File: src/rtl/fp_mul_result_stage.sv
// Registered output stage for the single-precision multiplier: 2-entry skid FIFO with
// invalid-result canonicalisation, sticky exception flags and a delivered-result counter.
module fp_mul_result_stage #(
   parameter int unsigned TAG_W     = 4,
   parameter logic [31:0] CANON_NAN = 32'h7FC0_0000,
   parameter int unsigned CNT_W     = 16
) (
   input  logic             clk,
   input  logic             rst_n,
   input  logic             in_valid,
   output logic             in_ready,
   input  logic [31:0]      in_result,
   input  logic [3:0]       in_flags,
   input  logic [TAG_W-1:0] in_tag,
   output logic             out_valid,
   input  logic             out_ready,
   output logic [31:0]      out_result,
   output logic [3:0]       out_flags,
   output logic [TAG_W-1:0] out_tag,
   input  logic             flag_clr,
   output logic [3:0]       sticky_flags,
   output logic [CNT_W-1:0] result_cnt
);

   typedef enum logic [1:0] {StEmpty, StOne, StFull} state_e;

   state_e             state_q, state_d;
   logic               in_ready_q, in_ready_d;
   logic [31:0]        head_res_q, head_res_d, tail_res_q, tail_res_d;
   logic [3:0]         head_flg_q, head_flg_d, tail_flg_q, tail_flg_d;
   logic [TAG_W-1:0]   head_tag_q, head_tag_d, tail_tag_q, tail_tag_d;
   logic [3:0]         sticky_q, sticky_d;
   logic [CNT_W-1:0]   cnt_q, cnt_d;
   logic               acc, pop;
   logic [31:0]        cap_res;

   assign out_valid = (state_q != StEmpty);
   assign acc       = in_valid & in_ready_q;
   assign pop       = out_valid & out_ready;
   assign cap_res   = in_flags[3] ? CANON_NAN : in_result;

   always_comb begin
      state_d    = state_q;
      head_res_d = head_res_q;
      head_flg_d = head_flg_q;
      head_tag_d = head_tag_q;
      tail_res_d = tail_res_q;
      tail_flg_d = tail_flg_q;
      tail_tag_d = tail_tag_q;
      unique case (state_q)
         StEmpty: begin
            if (acc) begin
               head_res_d = cap_res;
               head_flg_d = in_flags;
               head_tag_d = in_tag;
               state_d    = StOne;
            end
         end
         StOne: begin
            if (acc && pop) begin
               head_res_d = cap_res;
               head_flg_d = in_flags;
               head_tag_d = in_tag;
            end else if (acc) begin
               tail_res_d = cap_res;
               tail_flg_d = in_flags;
               tail_tag_d = in_tag;
               state_d    = StFull;
            end else if (pop) begin
               state_d = StEmpty;
            end
         end
         StFull: begin
            // in_ready is low here, so only a pop can move the FIFO
            if (pop) begin
               head_res_d = tail_res_q;
               head_flg_d = tail_flg_q;
               head_tag_d = tail_tag_q;
               state_d    = StOne;
            end
         end
         default: state_d = StEmpty;
      endcase
      in_ready_d = (state_d != StFull);
      sticky_d   = (flag_clr ? 4'h0 : sticky_q) | (acc ? in_flags : 4'h0);
      cnt_d      = pop ? cnt_q + CNT_W'(1) : cnt_q;
   end

   always_ff @(posedge clk) begin
      if (!rst_n) begin
         state_q    <= StEmpty;
         in_ready_q <= 1'b1;
         head_res_q <= '0;
         head_flg_q <= '0;
         head_tag_q <= '0;
         tail_res_q <= '0;
         tail_flg_q <= '0;
         tail_tag_q <= '0;
         sticky_q   <= '0;
         cnt_q      <= '0;
      end else begin
         state_q    <= state_d;
         in_ready_q <= in_ready_d;
         head_res_q <= head_res_d;
         head_flg_q <= head_flg_d;
         head_tag_q <= head_tag_d;
         tail_res_q <= tail_res_d;
         tail_flg_q <= tail_flg_d;
         tail_tag_q <= tail_tag_d;
         sticky_q   <= sticky_d;
         cnt_q      <= cnt_d;
      end
   end

   assign in_ready     = in_ready_q;
   assign out_result   = head_res_q;
   assign out_flags    = head_flg_q;
   assign out_tag      = head_tag_q;
   assign sticky_flags = sticky_q;
   assign result_cnt   = cnt_q;

endmodule

File: config.mk
export PLATFORM = sky130hd
export DESIGN_NAME = fp_mul_result_stage
export DESIGN_NICKNAME = d
export VERILOG_FILES = /design/src/rtl/fp_mul_result_stage.sv
export SDC_FILE = /design/constraint.sdc
export NUM_CORES = 1
export LEC_CHECK = 0
export CORE_MARGIN = 5
export CORE_UTILIZATION = 45
export CTS_BUF_LIST = sky130_fd_sc_hd__clkbuf_8
export DETAILED_ROUTE_END_ITERATION = 10
export DONT_BUFFER_PORTS = 1
export GPL_TIMING_DRIVEN = 0
export PLACE_DENSITY = 0.71
export SLEW_MARGIN = 5
export SYNTH_ARGS = -nofsm -noshare
export SYNTH_HDL_FRONTEND = slang
export SYNTH_SLANG_ARGS = --single-unit
File: constraint.sdc
create_clock -name clk -period 2.1 [get_ports clk]
set_input_delay 0.105 -clock clk [delete_from_list [all_inputs] [get_ports clk]]
set_output_delay 0.105 -clock clk [all_outputs]
set_load 0.05 [all_outputs]
==> key figures, run 1 <==
Detailed routing
  – Drt initial violations: ~180
  – DRT antenna net count: 0
  – DRC Markers: 0
  – Top layer in use: met4
  – DRT met1 WL: roughly 4.7 mm
  – Vias: roughly 3600
  – Metal3 WL: 1.02 mm
  – Routed met2 length: 5.25 mm
  – Vias per inst: between 5 and 6
  – WL/cell: 16.2 um
  – Drt pass-1 iters: 4
  – Routed WL: 11.1 mm

Critical path
  – Crit path required time: 2400 ps
  – Crit end category: register
  – Crit Path Max Fanout: 6
  – WP data arrival: 2310 ps
  – Crit-path cells: and4_4 -> nand4_4 -> or4_1 -> a21oi_1
  – CP Launch Type: register
  – Slowest CP cell: dfxtp_1
  – R2R Path Start: result_cnt[8]
  – Biggest cell delay along the critical path: approximately 740 ps
  – CP startpoint: result_cnt[8]
  – WS Path Type: register to register

STA
  – Final Hold Fails: 0
  – Fmax: between 400 and 500 MHz
  – Final setup fails: 0
  – Max Slew Vio Count: 0
  – Worst Tran Pin Value: 665 ps
  – Fin crit share: 0.957
  – Post-Route Setup TNS: 0 ps
  – Fin crit period: 2010 ps
  – Setup WS post-layout: 91.0 ps
  – Clk_skew: 10.7 ps
  – Max transition margin: 0.556
  – Hold slack: 17.9 ps
  – RSZ-0062 raised after global routing: false

Layout
  – Final cell count without fillers: 684
  – Share of cells above drive strength 1: 0.0891
  – Commonest non-fill, non-tap cell in the layout: dfxtp_1
  – Area Overhead vs Synth: 15.7%
  – Final net count: about 600
  – FF/Latch Area: 2070 um2
  – Final Util: 0.525
  – Commonest non-fill, non-tap cells in the layout: 96 x dfxtp_1, 87 x nand2_1, 67 x nor2_1
  – Number of fill cells in the layout: 914
  – Area occupied by multi-input gates: 2100 um2

Logic synthesis
  – Post-synthesis mux area share: 0.0758
  – Cells after Synth: around 500
  – Synth Area in XOR/XNOR: 0.0241
  – Adder-Cell Fraction of Synth Area: 0.00287
  – Synthesized flop and latch total: 103
  – Synth Net Count: 549
  – Prevailing post-synth register cell: dfxtp_1
  – Main combinational cell family by area after synthesis: simple AND/OR/NAND/NOR gates
  – Synth Area in Compound Gates: 0.166
  – Mapped cell area: 4360 um2
  – Post-synth ARST share: 0
  – Post-synthesis sequential area ratio: 0.473
  – Post-synthesis simple-gate area fraction: 0.212
  – Post-synthesis cell type count: 43
  – Yosys warns: 0
  – Number of synthesized flops with an enable pin: 0
  – Avg Synthesized Cell Area: 8.66 um2

Hold path
  – Hold WC Path Type: input pin to register
  – Worst hold start: in_result[10]

Run status
  – Status: completed

Global route
  – Vias in the first global route: 3552
  – First-pass GRT wire length: between 15 and 20 mm
  – Initial antenna violation count: 1
  – Largest net degree at the start of global routing: 18
  – Grt total ovfl: 0
  – Tot GR Track Use: 0.191

Clock network
  – Clk_lat worst skew: 370 ps
  – Post-CTS Setup Bufs: 0
  – CTS H-tree lvls: 3
  – Clock-pin slew on the worst setup and hold paths: about 100 ps
  – Root buf cell: clkbuf_8
  – TritonCTS buffer count: 9
  – CTS tree: yes
  – CTS Buffer Depth: 2
  – CTS Sinks: 103

Power and ir drop
  – Sequential share of power: 0.588
  – Switching Fraction: 0.317
  – Comb power frac: 0.110
  – Net switching power: 1300 uW
  – Power share of the clock group: 0.302
  – Peak VDD IR: 324 uV
  – Int Pwr: around 2800 uW
  – P_leak: 0.00197 uW
  – PD cells: 811 nW/um2

Floorplan
  – # rows: 36
  – Die Height: about 110 um
  – Ports: approximately 110
  – Die Wd: 108 um
  – Core ar.: between 9000 and 10000 um2
  – Die area: ~12000 um2
  – Starting Density: 0.454

Place
  – DP Worst Slack: -117 ps
  – Post-DP HPWL: roughly 7.9 mm
  – Routability cong.: ~0.77
  – Number of I/O port buffers: 0
  – Post-Place Cells: 636

Run
  – Max-cap violations: 0
kinds of logic (layout without fill, tap and decap cells):
logic type,Yosys count,in the layout
simple gates,204,204
mux,33,33
other cells,0,1
buf+inv,43,90
flops,103,103
xor+xnor,12,12
compound gates,107,107
fa+ha+maj,1,1
cells in the mapped netlist (2+ instances only):
cell / instances / area, um2
a211oi_1: 40 / 300
a21oi_1: 44 / 220
a32oi_1: 4 / 35.0
and4_4: 2 / 22.5
buf_2: 12 / 60.1
buf_4: 4 / 30.0
clkbuf_1: 22 / 82.6
dfxtp_1: 103 / 2060
inv_1: 3 / 11.3
mux2i_1: 33 / 330
nand2_1: 87 / 327
nand3_1: 4 / 20.0
nand4_1: 4 / 25.0
nor2_1: 67 / 251
nor2b_1: 23 / 144
nor3_1: 3 / 15.0
nor4_1: 2 / 12.5
o211ai_1: 9 / 67.6
o21ai_0: 2 / 10.0
or3_2: 2 / 15.0
xnor2_1: 5 / 43.8
xor2_1: 7 / 61.3
timing repair:
action | 4_1_cts | 5_1_grt
hold endpoints to repair | 45 | 0
gates resized for setup | 2 | 5
hold buffers | 31 | 0
endpoints found under the setup margin | 41 | 3
cell type report:
cell class | count | area share
diodes | 1 | 0.000497
plain buffers | 40 | 0.0372
clock buffers | 9 | 0.0246
clock inverters | 7 | 0.0142
inverters | 3 | 0.00223
multi-input cells | 357 | 0.416
flip-flops and latches | 103 | 0.411
well taps | 133 | 0.0330
repair buffers | 31 | 0.0616
layer usage:
metal	global-route usage	up-vias
met5	0	-
met4	0.0613	0
met1	0.225	1710
met3	0.0722	11
li1	-	1812
met2	0.321	115
power by group through the flow:
stage	clock, uW	sequential, uW	combinational [uW]
3_3_place_gp	0	2450	386
2_1_floorplan	0	2420	313
3_5_place_dp	0	2450	394
5_1_grt	1350	2420	503
4_1_cts	1270	2400	449
6_report	1240	2400	450
state kept, by name, indices dropped and copies added (netlist names):
| name | flops |
|---|---|
| tail_res_q | 32 |
| sticky_flags | 4 |
| tail_flg_q | 4 |
| out_tag | 4 |
| result_cnt | 16 |
| tail_tag_q | 4 |
| state_q | 2 |
| out_result | 32 |
| in_ready | 1 |
| out_flags | 4 |
stage by stage:
step | power, uW | area, um2
final | 4090 | 5040
after global routing | 4270 | 5040
after CTS | 4120 | 5030
after detailed placement | 2850 | 4520
after global placement | 2830 | 4520
after floorplan | 2740 | 4360
critical path: cells and delay by family, from the launching register on:
family | cells | cell delay (ps)
AO/OA/AOI/OAI | 1 | 140
flip-flops | 1 | 740
AND/OR/NAND/NOR | 3 | 1050
final timing paths:
path,to,slack [ps],cells past startpoint
min,tail_res_q[10],20,3
min reg2reg,tail_res_q[8],460,2
max,result_cnt[15],90,4
max reg2reg,result_cnt[15],90,4
Power figures use the tool's default switching activity.
==> inputs of run 2 (changes only) <==
Settings changed: CTS_CLUSTER_SIZE set to 30.
Clock period 2.1 ns to 2 ns, I/O delays scaled along.
==> run 2 against run 1 <==
Register-to-register slack improved by 30 ps. Die area did not move. Clock-buffer cell count did not move. Power rose by 5.3%. Via count rose by 0.44%. Worst hold slack improved by 1.9 ps. Critical endpoint is now result_cnt[14]. Largest cell class unchanged. Largest power group unchanged.
==> key figures, run 2 (synthesis gave the netlist of run 1 again) <==
STA
  – Fmax: 532 MHz (+6.8%)
  – Post-Route Setup TNS: 0 ps (unchanged)
  – Final setup fails: 0 (unchanged)
  – Fin crit share: 0.940 (-0.0163)
  – Clk_skew: 12.0 ps (+1.32 ps)
  – Max transition margin: 0.558 (+0.00229)
  – Final Hold Fails: 0 (unchanged)
  – Fin crit period: 1880 ps (-128 ps)
  – Max Slew Vio Count: 0 (unchanged)
  – RSZ-0062 raised after global routing: false
  – Worst Tran Pin Value: 662 ps (-3.43 ps)

Clock network
  – CTS tree: yes
  – CTS Sinks: 103 (unchanged)
  – TritonCTS buffer count: 9 (unchanged)
  – Clock-pin slew on the worst setup and hold paths: 100 ps (about the same)
  – CTS H-tree lvls: 3 (unchanged)
  – Clk_lat worst skew: 370 ps (about the same)
  – CTS Buffer Depth: 2 (unchanged)
  – Root buf cell: clkbuf_8

Critical path
  – Crit Path Max Fanout: 5 (-1)
  – WS Path Type: register to register
  – WP data arrival: 2180 ps (-130 ps)
  – Crit end category: register
  – Biggest cell delay along the critical path: 530 ps (-210 ps)
  – WP buf/inv: 0 (unchanged)
  – Crit path required time: 2300 ps (-100 ps)
  – Crit-path cells: ha_1 -> o2111a_1 -> nand2_1 -> or3_2 -> a21oi_1
  – Slowest CP cell: dfxtp_2
  – Crit path max-delay family: simple AND/OR/NAND/NOR gates
  – CP Launch Type: register

Detailed routing
  – Routed WL: 11.1 mm (+0.27%)
  – Drt initial violations: 152 (-16%)
  – WL/cell: 16.2 um (-0.31%)
  – Drt pass-1 iters: 5 (+1)
  – Vias per inst: 5.33 (-0.15%)
  – DRT antenna net count: 0 (unchanged)
  – Vias: 3664 (+0.44%)
  – DRC Markers: 0 (unchanged)

Layout
  – Final Util: 0.531 (+0.00613)
  – Commonest non-fill, non-tap cell in the layout: dfxtp_1
  – Final cell count without fillers: 688 (+0.58%)
  – Area Overhead vs Synth: 17.0%
  – Commonest non-fill, non-tap cells in the layout: 91 x dfxtp_1, 87 x nand2_1, 67 x nor2_1
  – Share of cells above drive strength 1: 0.0973 (+0.00821)
  – Final net count: 596 (+0.85%)
  – N_diodes: 0 (-1)

Power and ir drop
  – Total power draw: 4300 uW (+5.3%)
  – Switching Fraction: 0.318 (+0.000551)
  – PD cells: 844 nW/um2 (+4.1%)
  – Peak VDD IR: 339 uV (+4.9%)
  – Net switching power: 1370 uW (+5.5%)
  – P_leak: 0.00199 uW (+1.2%)
  – Int Pwr: 2940 uW (+5.2%)
  – Comb power frac: 0.112 (+0.002)
  – Power share of the clock group: 0.302 (about the same)
  – Sequential share of power: 0.586 (-0.002)

Hold path
  – Hold WC Path Type: input pin to register

Place
  – Post-Place Cells: 636 (unchanged)
  – Number of I/O port buffers: 0 (unchanged)
  – Post-DP HPWL: 7.85 mm (unchanged)
  – Routability cong.: 0.774 (unchanged)

Global route
  – Initial antenna violation count: 0 (-1)
  – Grt total ovfl: 0 (unchanged)
  – Largest net degree at the start of global routing: 18 (unchanged)
  – Vias in the first global route: 3568 (+0.45%)
  – Tot GR Track Use: 0.192 (+0.000881)
  – First-pass GRT wire length: 17.6 mm (+0.39%)

Floorplan
  – Die area: 11700 um2 (unchanged)
  – Core ar.: 9590 um2 (unchanged)
  – # rows: 36 (unchanged)
  – Die Wd: 108 um (unchanged)
  – Die Height: 108 um (unchanged)
  – Starting Density: 0.454 (unchanged)
  – Ports: 107 (unchanged)

Run status
  – Status: completed

Run
  – Max-cap violations: 0 (unchanged)
==> run 2: changes by cell type in the layout (fill, tap and decap cells not counted) <==
cell and change:
dfxtp_1 -5, dfxtp_2 +3, dfxtp_4 +2, diode_2 -1, dlygate4sd3_1 +5
==> run 2: worst paths after layout <==
kind / from / slack [ps] / end / depth (start not counted)
worst max-delay path: result_cnt[1] / 120 / result_cnt[14] / 5
worst min-delay path: in_result[2] / 20 / tail_res_q[2] / 3
worst max register to register: result_cnt[1] / 120 / result_cnt[14] / 5
worst min register to register: tail_res_q[8] / 460 / tail_res_q[8] / 2
==> run 2: cell type report <==
type                            instances  area [um2]
Buffer                                 40         188
Sequential cell                       103        2080
Multi-Input combinational cell        357        2100
Timing Repair Buffer                   36         360
Clock inverter                          7        71.3
Inverter                                3        11.3
Clock buffer                            9         124
Tap cell                              133         166
Fill cell                             903        4500
==> run 2: tightest hold or removal path, stage by stage <==
cell,delay (ps)
nor2b_1,120
nand2_1,60
a21oi_1,50
==> run 2: power groups by stage <==
stage	registers [uW]	clock network (uW)	logic (uW)
2_1_floorplan	2540	0	329
3_3_place_gp	2570	0	405
6_report	2520	1300	482
3_5_place_dp	2570	0	414
4_1_cts	2520	1330	480
5_1_grt	2540	1420	537
==> run 2: what timing repair did <==
action	4_1_cts	5_1_grt
endpoints found under the setup margin	53	19
hold buffers	36	0
endpoints found under the hold margin	48	0
setup buffers	0	0
gates resized for setup	8	6
==> run 2: through the flow <==
| step | setup slack [ps] | hold slack, ps | area [um2] |
|---|---|---|---|
| after floorplan | 95.3 | 236 | 4360 |
| after global placement | -154 | 238 | 4520 |
| after detailed placement | -217 | 245 | 4520 |
| after CTS | 4.58 | 0.124 | 5090 |
| after global routing | 3.23 | 4.42 | 5100 |
| final | 119 | 19.8 | 5100 |
==> run 2: per-layer routing <==
metal  global-route usage  routed length (um)  up-vias
li1                     -                   -     1819
met1                0.226                4670     1714
met2                0.324                5310      120
met5                    0                   0        -
met4               0.0613                 152        0
met3               0.0716                 996       11
==> inputs of run 3 (changes only) <==
--- a/config.mk
+++ b/config.mk
@@ -7,2 +7,3 @@
 export LEC_CHECK = 0
+export CORE_ASPECT_RATIO = 2
 export CORE_MARGIN = 5
--- a/constraint.sdc
+++ b/constraint.sdc
@@ -3,2 +3,2 @@
 set_output_delay 0.1 -clock clk [all_outputs]
-set_load 0.05 [all_outputs]
+set_load 0.1 [all_outputs]
==> run 3 against run 2 <==
Maximum frequency increased by 0.61%. Non-clock buffer count increased by 3. Combinational power increased by 4%. Critical path depth decreased by 2. Clock-buffer cell count unchanged. Setup slack improved by 11 ps. Routed wire length increased by 4.3%. Core utilization increased by 1.6 points. Final cell count increased by 0.15%. Die area increased by 1.0%. Sequential power increased by 12%. Largest power group unchanged.
==> key figures, run 3 (synthesis gave the netlist of run 1 again) <==
Critical path
  – Crit Path Max Fanout: 5 (unchanged)
  – CP Launch Type: register
  – WP data arrival: 2170 ps (about the same)
  – Crit-path cells: nand2_1 -> or3_2 -> a21oi_1
  – Biggest cell delay along the critical path: 1020 ps (+490 ps)
  – Crit path required time: 2300 ps (about the same)
  – WS Path Type: register to register
  – Crit end category: register
  – Slowest CP cell: dfxtp_1

Floorplan
  – Die area: 11900 um2 (+1.0%)
  – # rows: 50 (+39%)
  – Die Height: 149 um (+38%)
  – Die Wd: 79.6 um (-27%)
  – Core ar.: 9450 um2 (-1.5%)
  – Starting Density: 0.461 (+0.00710)
  – Ports: 107 (unchanged)

STA
  – Max transition margin: 0.304 (-0.254)
  – Fin crit period: 1870 ps (-11.3 ps)
  – Clk_skew: 13.4 ps (+1.38 ps)
  – Final setup fails: 0 (unchanged)
  – Max Slew Vio Count: 0 (unchanged)
  – Fmax: 535 MHz (+0.61%)
  – RSZ-0062 raised after global routing: false
  – Final Hold Fails: 0 (unchanged)
  – Fin crit share: 0.935 (-0.00566)
  – Worst Tran Pin Value: 1040 ps (+381 ps)

Power and ir drop
  – Total power draw: 4650 uW (+8.0%)
  – P_leak: 0.00200 uW (+0.33%)
  – Switching Fraction: 0.368 (+0.0497)
  – Sequential share of power: 0.607 (+0.021)
  – Net switching power: 1710 uW (+25%)
  – Comb power frac: 0.108 (-0.004)
  – Peak VDD IR: 509 uV (+50%)
  – Int Pwr: 2940 uW (+0.15%)
  – PD cells: 899 nW/um2 (+6.5%)
  – Power share of the clock group: 0.285 (-0.017)

Clock network
  – Root buf cell: clkbuf_8
  – CTS Sinks: 103 (unchanged)
  – CTS Buffer Depth: 2 (unchanged)
  – CTS H-tree lvls: 3 (unchanged)
  – Clk_lat worst skew: 370 ps (about the same)
  – CTS tree: yes
  – TritonCTS buffer count: 9 (unchanged)
  – Clock-pin slew on the worst setup and hold paths: 100 ps (about the same)

Detailed routing
  – DRT antenna net count: 0 (unchanged)
  – Vias per inst: 5.39 (+1.2%)
  – Routed WL: 11.6 mm (+4.3%)
  – Drt pass-1 iters: 4 (-1)
  – Drt initial violations: 139 (-8.6%)
  – Vias: 3714 (+1.4%)
  – DRC Markers: 0 (unchanged)
  – WL/cell: 16.8 um (+4.2%)

Place
  – Post-DP HPWL: 8.60 mm (+9.4%)
  – Area after DPL: 4530 um2 (+0.25%)
  – Post-Place Cells: 633 (-0.47%)
  – Number of I/O port buffers: 0 (unchanged)
  – Routability cong.: 0.803 (+3.8%)

Global route
  – Tot GR Track Use: 0.199 (+0.00699)
  – Grt total ovfl: 0 (unchanged)
  – Vias in the first global route: 3820 (+7.1%)
  – Largest net degree at the start of global routing: 19 (+1)
  – First-pass GRT wire length: 18.3 mm (+4.4%)
  – Initial antenna violation count: 1 (+1)

Layout
  – Final net count: 599 (+0.50%)
  – Share of cells above drive strength 1: 0.111 (+0.0138)
  – Final cell count without fillers: 689 (+0.15%)
  – Area Overhead vs Synth: 18.8%
  – Design Area, Final: 5170 um2 (+1.5%)
  – Commonest non-fill, non-tap cell in the layout: dfxtp_1
  – Commonest non-fill, non-tap cells in the layout: 89 x dfxtp_1, 86 x nand2_1, 67 x nor2_1

Run status
  – Status: completed

Hold path
  – Hold WC Path Type: input pin to register

Run
  – Max-cap violations: 0 (unchanged)
-- run 3: changes by cell type in the layout (fill, tap and decap cells not counted), moves of 2 or more --
cell / change
dfxtp_2: -8
buf_4: +2
dfxtp_4: +10
dfxtp_1: -2
-- run 3: timing repair --
item,in CTS,in global routing
pin swaps,0,1
endpoints found under the setup margin,50,27
gates resized for setup,8,10
endpoints found under the hold margin,49,0
buffers inserted,0,2
hold buffers,37,0
gates cloned,0,0
-- run 3: cell type report --
class	instances	area (um2)
fill	885	4270
multi-input combinational	357	2110
sequential	103	2110
timing repair buffer	39	385
buffer	40	188
tap	130	163
clock buffer	9	124
clock inverter	7	78.8
inverter	3	11.3
antenna	1	2.50
-- run 3: power by group through the flow --
stage | logic (uW) | clock network (uW) | registers [uW]
final | 501 | 1330 | 2820
after global routing | 559 | 1450 | 2830
after CTS | 494 | 1370 | 2830
after detailed placement | 427 | 0 | 2890
after global placement | 414 | 0 | 2880
after floorplan | 338 | 0 | 2860
-- run 3: path summary, 6_finish.rpt --
check                                     from             end  slack [ps]  depth (start not counted)
worst min register to register  tail_res_q[13]  tail_res_q[13]         460                          2
worst max register to register  result_cnt[13]  result_cnt[14]         130                          3
worst max-delay path            result_cnt[13]  result_cnt[14]         130                          3
worst min-delay path             in_result[17]  tail_res_q[17]          20                          3
-- run 3: layer usage --
| metal | share of wire | wire length (um) | track usage |
|---|---|---|---|
| met2 | 0.57 | 6560 | 0.384 |
| met1 | 0.34 | 4000 | 0.186 |
| met4 | 0.032 | 376 | 0.0921 |
| met5 | 0 | 0 | 0 |
| met3 | 0.058 | 671 | 0.0526 |
-- run 3: critical path, delay by kind of cell, from the launching register on --
kind	cells	cell delay (ps)
AO/OA/AOI/OAI	1	140
AND/OR/NAND/NOR	2	630
flip-flops	1	1020
-- run 3: stage by stage --
step / TNS, ps / utilization / setup slack, ps / hold WS [ps]
6_report: 0 / 0.548 / 131 / 15.0
5_1_grt: 0 / 0.548 / 19.8 / 7.70
4_1_cts: 0 / 0.543 / 0.690 / 3.66
3_5_place_dp: -4090 / 0.480 / -151 / 248
3_3_place_gp: -2820 / 0.480 / -112 / 239
2_1_floorplan: 0 / - / 70.8 / 236
